## src/rtl/button_event_ctrl.sv

```systemverilog
// Per-button press/long/repeat event generator with a shared
// round-robin event output, one pending slot per button.
module button_event_ctrl #(
  parameter int   N_BTN      = 4,
  parameter int   CLK_HZ     = 27000000,
  parameter int   LONG_MS    = 1000,
  parameter int   REPEAT_MS  = 200,
  parameter logic IDLE_STATE = 1'b1
) (
  input  logic             clk,
  input  logic             rstn,
  input  logic [N_BTN-1:0] btn_in,
  output logic             ev_valid,
  input  logic             ev_ready,
  output logic [2:0]       ev_btn,
  output logic [1:0]       ev_type,
  output logic             ovf,
  input  logic             ovf_clr
);

  localparam int DIV = CLK_HZ / 1000;
  localparam int PW  = (DIV > 1) ? $clog2(DIV) : 1;
  localparam logic [15:0] LONG_C = 16'(LONG_MS);
  localparam logic [15:0] REP_C  = 16'(REPEAT_MS);

  localparam logic [1:0] E_PRESS  = 2'b00;
  localparam logic [1:0] E_SHORT  = 2'b01;
  localparam logic [1:0] E_LONG   = 2'b10;
  localparam logic [1:0] E_REPEAT = 2'b11;

  typedef enum logic [1:0] {
    S_IDLE,
    S_PRESSED,
    S_HELD
  } st_t;

  logic [PW-1:0]    pre;
  logic             tick;
  logic [N_BTN-1:0] act;

  st_t         st    [N_BTN];
  st_t         st_nx [N_BTN];
  logic [15:0] ms    [N_BTN];
  logic [15:0] ms_nx [N_BTN];

  logic [N_BTN-1:0] nev;
  logic [1:0]       ntype [N_BTN];
  logic [N_BTN-1:0] pend;
  logic [1:0]       ptype [N_BTN];

  logic             load;
  logic             take;
  logic             gnt_any;
  logic [2:0]       gnt_idx;
  logic [1:0]       sel_type;
  logic [N_BTN-1:0] gnt;
  logic [2:0]       rr_ptr;
  logic [2:0]       rr_nx;
  logic             drop;

  assign tick = (pre == PW'(DIV - 1));
  assign act  = btn_in ^ {N_BTN{IDLE_STATE}};

  always_ff @(posedge clk) begin
    if (!rstn)     pre <= '0;
    else if (tick) pre <= '0;
    else           pre <= pre + PW'(1);
  end

  always_ff @(posedge clk) begin
    for (int i = 0; i < N_BTN; i++) begin
      if (!rstn) begin
        st[i] <= S_IDLE;
        ms[i] <= '0;
      end else begin
        st[i] <= st_nx[i];
        ms[i] <= ms_nx[i];
      end
    end
  end

  // Release is checked before the tick, so it wins over a threshold.
  always_comb begin
    for (int i = 0; i < N_BTN; i++) begin
      st_nx[i] = st[i];
      ms_nx[i] = ms[i];
      case (st[i])
        S_IDLE: if (act[i]) begin
          st_nx[i] = S_PRESSED;
          ms_nx[i] = '0;
        end
        S_PRESSED: begin
          if (!act[i]) begin
            st_nx[i] = S_IDLE;
          end else if (tick) begin
            if (ms[i] + 16'd1 == LONG_C) begin
              st_nx[i] = S_HELD;
              ms_nx[i] = '0;
            end else begin
              ms_nx[i] = ms[i] + 16'd1;
            end
          end
        end
        S_HELD: begin
          if (!act[i]) begin
            st_nx[i] = S_IDLE;
          end else if (tick) begin
            if (ms[i] + 16'd1 == REP_C) ms_nx[i] = '0;
            else                        ms_nx[i] = ms[i] + 16'd1;
          end
        end
        default: st_nx[i] = S_IDLE;
      endcase
    end
  end

  always_comb begin
    for (int i = 0; i < N_BTN; i++) begin
      nev[i]   = 1'b0;
      ntype[i] = E_PRESS;
      case (st[i])
        S_IDLE: if (act[i]) nev[i] = 1'b1;
        S_PRESSED: begin
          if (!act[i]) begin
            nev[i]   = 1'b1;
            ntype[i] = E_SHORT;
          end else if (tick && (ms[i] + 16'd1 == LONG_C)) begin
            nev[i]   = 1'b1;
            ntype[i] = E_LONG;
          end
        end
        S_HELD: if (act[i] && tick && (ms[i] + 16'd1 == REP_C)) begin
          nev[i]   = 1'b1;
          ntype[i] = E_REPEAT;
        end
        default: nev[i] = 1'b0;
      endcase
    end
  end

  assign load = !ev_valid || ev_ready;
  assign take = load && gnt_any;

  always_comb begin
    int j;
    j        = 0;
    gnt_any  = 1'b0;
    gnt_idx  = '0;
    sel_type = '0;
    rr_nx    = rr_ptr;
    for (int k = 0; k < N_BTN; k++) begin
      j = int'(rr_ptr) + k;
      if (j >= N_BTN) j = j - N_BTN;
      if (!gnt_any && pend[j]) begin
        gnt_any  = 1'b1;
        gnt_idx  = 3'(j);
        sel_type = ptype[j];
        rr_nx    = (j + 1 >= N_BTN) ? 3'd0 : 3'(j + 1);
      end
    end
  end

  always_comb begin
    for (int i = 0; i < N_BTN; i++) begin
      gnt[i] = take && (gnt_idx == 3'(i));
    end
  end

  assign drop = |(nev & pend & ~gnt);

  // A slot being granted this cycle is free for the new event.
  always_ff @(posedge clk) begin
    for (int i = 0; i < N_BTN; i++) begin
      if (!rstn) begin
        pend[i]  <= 1'b0;
        ptype[i] <= '0;
      end else if (nev[i] && (!pend[i] || gnt[i])) begin
        pend[i]  <= 1'b1;
        ptype[i] <= ntype[i];
      end else if (gnt[i]) begin
        pend[i]  <= 1'b0;
      end
    end
  end

  always_ff @(posedge clk) begin
    if (!rstn)        ovf <= 1'b0;
    else if (drop)    ovf <= 1'b1;
    else if (ovf_clr) ovf <= 1'b0;
  end

  always_ff @(posedge clk) begin
    if (!rstn) begin
      ev_valid <= 1'b0;
      ev_btn   <= '0;
      ev_type  <= '0;
      rr_ptr   <= '0;
    end else if (load) begin
      ev_valid <= gnt_any;
      if (gnt_any) begin
        ev_btn  <= gnt_idx;
        ev_type <= sel_type;
        rr_ptr  <= rr_nx;
      end
    end
  end

endmodule

```

## config.mk

```make
export PLATFORM = sky130hd
export DESIGN_NAME = button_event_ctrl
export DESIGN_NICKNAME = d
export VERILOG_FILES = /design/src/rtl/button_event_ctrl.sv
export SDC_FILE = /design/constraint.sdc
export NUM_CORES = 1
export LEC_CHECK = 0
export ABC_AREA = 1
export CORE_ASPECT_RATIO = 0.8
export CORE_MARGIN = 4
export CORE_UTILIZATION = 45
export DETAILED_ROUTE_END_ITERATION = 6
export PLACE_DENSITY_LB_ADDON = 0.1
export SYNTH_ARGS = -nofsm -noshare
export SYNTH_HDL_FRONTEND = slang
export SYNTH_SLANG_ARGS = --single-unit
```

## constraint.sdc

```tcl
create_clock -name clk -period 6.55 [get_ports clk]
set_clock_uncertainty 0.05 [all_clocks]
set_input_delay 0.9825 -clock clk [delete_from_list [all_inputs] [get_ports clk]]
set_output_delay 0.9825 -clock clk [all_outputs]
set_load 0.05 [all_outputs]
```

## Word level (Yosys, flattened, before mapping)

Memory sizes are Yosys's and may differ from the RTL's.
Cells that the tools add are included.

| word-level totals | value |
|---|---|
| memory bits (writable) | 80 |
| output and inout port bits | 7 |
| register bits | 29 |
| input bits | 8 |
| memories kept | 3 |
| logic and storage cells | 294 |

Memory list:

| memory | depth | bits a word | rd ports | clocked after memory_dff | write ports | RTL line | RTL |
|---|---|---|---|---|---|---|---|
| ms | 4 | 16 | 4 | 0 | 4 | 43 | `logic [15:0] ms [N_BTN];` |
| ptype | 4 | 2 | 4 | 0 | 4 | 49 | `logic [1:0] ptype [N_BTN];` |
| st | 4 | 2 | 4 | 0 | 4 | 41 | `st_t st [N_BTN];` |

| operators by class | value |
|---|---|
| $add $sub $neg | 16 |
| muxes and demuxes | 164 |
| reductions and logical operators | 52 |
| equal/unequal tests | 20 |
| bitwise gates (word level) | 17 |
| magnitude comparators | 12 |

Operator list:

| operator | count |
|---|---|
| $mux 16 | 32 |
| $pmux 16 s3 | 4 |
| $add 32x2->32 const B | 4 |
| $ge 32x4->1 const B | 4 |
| $lt 32x4->1 const B | 4 |
| $mux 32 | 4 |
| $mux 2 | 44 |
| $add 16x1->16 const B | 4 |
| $eq 16x10->1 const B | 4 |
| $eq 16x8->1 const B | 4 |
| $mux 1 | 52 |
| $mux 3 | 12 |
| $logic_and 1x1->1 | 24 |
| $pmux 2 s3 | 4 |
| $pmux 2 s2 | 4 |
| $add 15x1->15 const B | 1 |
| $eq 15x15->1 const B | 1 |
| $sub 4x3->5 const B | 3 |
| $ge 4x3->1 const B | 3 |
| $or 1x1->1 | 12 |
| $pmux 1 s3 | 4 |
| $reduce_bool 2->1 | 5 |
| $add 3x2->4 const B | 2 |
| $and 4x4->4 | 2 |
| other kinds (19) | 44 |

## Depth between registers and ports, before layout

| logic depth | value |
|---|---|
| depth in word-level cells | 23 |
| gate-level depth with buffers | 19 |
| gate-level depth less buffers | 18 |

## Worst setup path before layout

No wires, ideal clock.

| timing | value |
|---|---|
| path type | reg-to-reg |
| from | register rr_ptr[0] |
| to | memory ptype[2][0] (enable) |
| data required time | 6.173 ns |
| path buffers | 2 |
| cell stages (with the launch flop) | 14 |
| arrival time | 2.381 ns |
| setup slack | 3.792 ns |
| cells stage by stage | dfxtp_1 inv_2 clkbuf_1 ha_1 buf_2 o21ai_0 inv_1 nand3_1 nand2_2 inv_2 nand3_1 nor2_1 nor2_2 o21ai_0 |

RTL lines:

| what | RTL line | RTL |
|---|---|---|
| start, declared | 57 | `logic [2:0] rr_ptr;` |
| start signal, assigned | 203 | `rr_ptr <= rr_nx;` |
| end, declared | 49 |  |

==> results.sh <==
export IMPL_outcome="finished, final reports clean"
export IMPL_synth_cell_types=49
export IMPL_synth_xor_area_share_pct=1.708
export IMPL_hpwl_um=13370
export IMPL_cts_root_buf="clkbuf_16"
export IMPL_vias=7512
export IMPL_netlist_top_cells_area="dfxtp_1, nand2_1, nand3_1"
export IMPL_vdd_ir_drop_worst_uv=158.1
export IMPL_dr_first_iter_drc_count=418
export IMPL_synth_edf_count=8
export IMPL_crit_required_ps=6540
export IMPL_port_buffer_count=14
export IMPL_mappedNetlistArea_um2=7690
export IMPL_core_area_um2=16660
export IMPL_row_count=42
export IMPL_leakage_nw=3.349
export IMPL_drive_above_1_share_pct=5.037
export IMPL_grt_max_degree=54
export IMPL_synthAdderAreaFrac_pct=6.183
export IMPL_dp_worst_setup_slack_ps=2811
export IMPL_cts_tree="built"
export IMPL_grt_pass1_vias=6703
export IMPL_clockBufferDepth=2
export IMPL_initial_core_util_pct=46.16
export IMPL_fin_crit_sh_pct=55.67
export IMPL_final_cells=1451
export IMPL_max_freq_mhz=274.3
export IMPL_postCtsHoldBufs=0
export IMPL_yosys_area_top_type="dfxtp_1"
export IMPL_yosysSeqAreaShare_pct=29.42
export IMPL_synthMuxAreaShare_pct=0.2603
export IMPL_rsz0062_at_grt="false"
export IMPL_critPathLaunchType="flip-flop"
export IMPL_avgViaCountPerCell=5.177
export IMPL_fin_setup_tns_ps=0
export IMPL_slew_violations=0
export IMPL_met3_usage_pct=3.647
export IMPL_layout_min_cycle_time_ps=3646
export IMPL_met1_usage_pct=29.52
export IMPL_syn_avg_cell_area_um2=6.355
export IMPL_cts_htree_levels=3
export IMPL_gr_total_overflow=0
export IMPL_ios=15
export IMPL_endpoint_kind="flip-flop"
export IMPL_hold_violations=0
export IMPL_post_route_drc_count=0
export IMPL_synthFlopType="dfxtp_1"
export IMPL_clk_pin_slew_worst_paths_ps=80
export IMPL_tightest_slew_ps=1063
export IMPL_diodes=0
export IMPL_antenna_found_initial=0
export IMPL_ys_warn_count=0
export IMPL_power_mw=2.118
export IMPL_clock_latency_ps=360
export IMPL_worstPathArrival_ps=3640
export IMPL_synth_simple_gate_area_share_pct=39.10
export IMPL_routabilityCongestion=0.8676
export IMPL_die_height_um=124.9
export IMPL_final_setup_viol_count=0
export IMPL_cp_max_fo=21
export IMPL_cts_setup_buffers=0
export IMPL_syn2layout_area_growth_pct=8.802
export IMPL_max_slew_margin_pct=29.06
export IMPL_ctsResizeCount=0
export IMPL_cap_violations=0
export IMPL_critical_path_class="flip-flop to flip-flop"
export IMPL_synth_top_area_share_pct=26.29
export IMPL_cts_buffers=9
export IMPL_die_x_um=154.2
export IMPL_grt_use_total_pct=19.28
export IMPL_whs_ps=397.7
export IMPL_hp_class="flip-flop to flip-flop"
export IMPL_power_density_nw_per_um2=253.2
export IMPL_grt_use_met2_pct=28.36
export IMPL_first_pass_iters=5
export IMPL_wire_per_inst_um=12.46
export IMPL_nets=1272
export IMPL_grt_busiest_layer="met1"
export IMPL_dp_cells=1435
export IMPL_ant_nets=0
export IMPL_synth_top_family_by_area="simple AND/OR/NAND/NOR gates"
export IMPL_worst_slack_ps=2904
export IMPL_synthCells=1210
export IMPL_cts_sinks=109
export IMPL_async_flop_share_pct=0
export IMPL_die_area_um2=19260
export IMPL_synth_compound_area_share_pct=13.72
export IMPL_grt_first_pass_wirelength_um=31750
export IMPL_wl_um=18080
export IMPL_ys_ff_latch=109
==> cells in the mapped netlist, types with 2 or more instances <==
library cell	instances
o31ai_1	7
o21bai_1	2
nor2_2	13
buf_6	3
inv_2	10
ha_1	38
o211ai_1	3
mux2i_1	2
o21a_1	3
nand4_1	45
nand3b_1	6
a32o_1	6
xnor2_1	7
clkbuf_1	20
nand2_1	307
nor2_4	4
nor4_1	4
xor2_1	8
o32ai_1	11
and2_1	3
o22ai_2	2
nand2_2	7
nand3_1	118
o21ai_0	56
inv_1	144
nor3b_1	2
a21oi_1	70
nor2_1	140
dfxtp_1	101
edfxtp_1	8
conb_1	2
o22ai_1	4
o21ai_1	8
clkinv_1	2
a31oi_1	2
nor3_1	17
nand3_2	4
or2_2	2
or2_1	3
buf_2	6
a41oi_1	2
==> per-stage QoR <==
step	utilization, %	instance area [um2]
after floorplan	-	7761
after detailed placement	48.33	8051
after global placement	48.33	8051
final	50.23	8367
after CTS	50.23	8367
after global routing	50.23	8367
==> layout make-up <==
cell class                 count  area (um2)
timing repair buffer          16       155.1
multi-input combinational    934        4773
clock buffer                   9       225.2
inverter                     156       585.6
tap                          220       275.3
fill                        1690        8292
clock inverter                 7       90.09
sequential                   109        2262
==> path summary, 6_finish.rpt <==
check / slack (ps) / start / depth (start not counted) / endpoint
max: 2900 / rr_ptr[0]$_SDFFE_PN0P_ / 12 / ptype[2][1]$_SDFFCE_PN0P_
min: 400 / pre[0]$_SDFF_PP0_ / 1 / pre[0]$_SDFF_PP0_
max reg2reg: 2900 / rr_ptr[0]$_SDFFE_PN0P_ / 12 / ptype[2][1]$_SDFFCE_PN0P_
min reg2reg: 400 / pre[0]$_SDFF_PP0_ / 1 / pre[0]$_SDFF_PP0_
==> critical path: stages (launching register included) <==
cell	delay [ps]
dfxtp_1	780
inv_2	300
ha_1	600
o211ai_1	140
o21ai_0	160
inv_1	70
nand3_1	170
nand2_2	170
inv_2	180
nand3_1	150
nor2_1	180
nor2_2	80
o21ai_0	290
==> layer usage <==
layer | up-vias | routed length, um
met3 | 8 | 891
li1 | 4022 | -
met2 | 154 | 7524
met5 | - | 0
met1 | 3328 | 9600
met4 | 0 | 63
==> sequential cells by signal, summed over array words and instances (netlist names), 2 cells and up <==
register,flops
pend,4
ptype,8
pre,15
st,8
rr_ptr,3
ev_type,2
ms,64
ev_btn,3
==> power breakdown <==
group          internal (mW)  total, mW  leakage (nW)  switching, mW
Sequential             0.728      0.785         0.908         0.0566
Combinational          0.229      0.746          2.29          0.518
Clock                  0.307      0.587         0.156          0.280
==> logic make-up after synthesis <==
group / Yosys count
xor+xnor: 15
buf+inv: 186
flops: 109
other cells: 2
mux: 2
fa+ha+maj: 38
compound gates: 180
simple gates: 678
==> cell usage in the layout (no fill, tap or decap), drive strengths merged, types with 7 or more instances in the layout <==
cell type      instances
dfxtp                101
nand2                315
inv                  157
conb                  21
nand3                122
o21ai                 64
ha                    38
xnor2                  7
clkbuf                 9
nand4                 45
a21oi                 70
nor3                  17
o31ai                  7
nor2                 157
xor2                   8
clkdlybuf4s50         14
edfxtp                 8
o32ai                 11
Power figures use the tool's default switching activity.
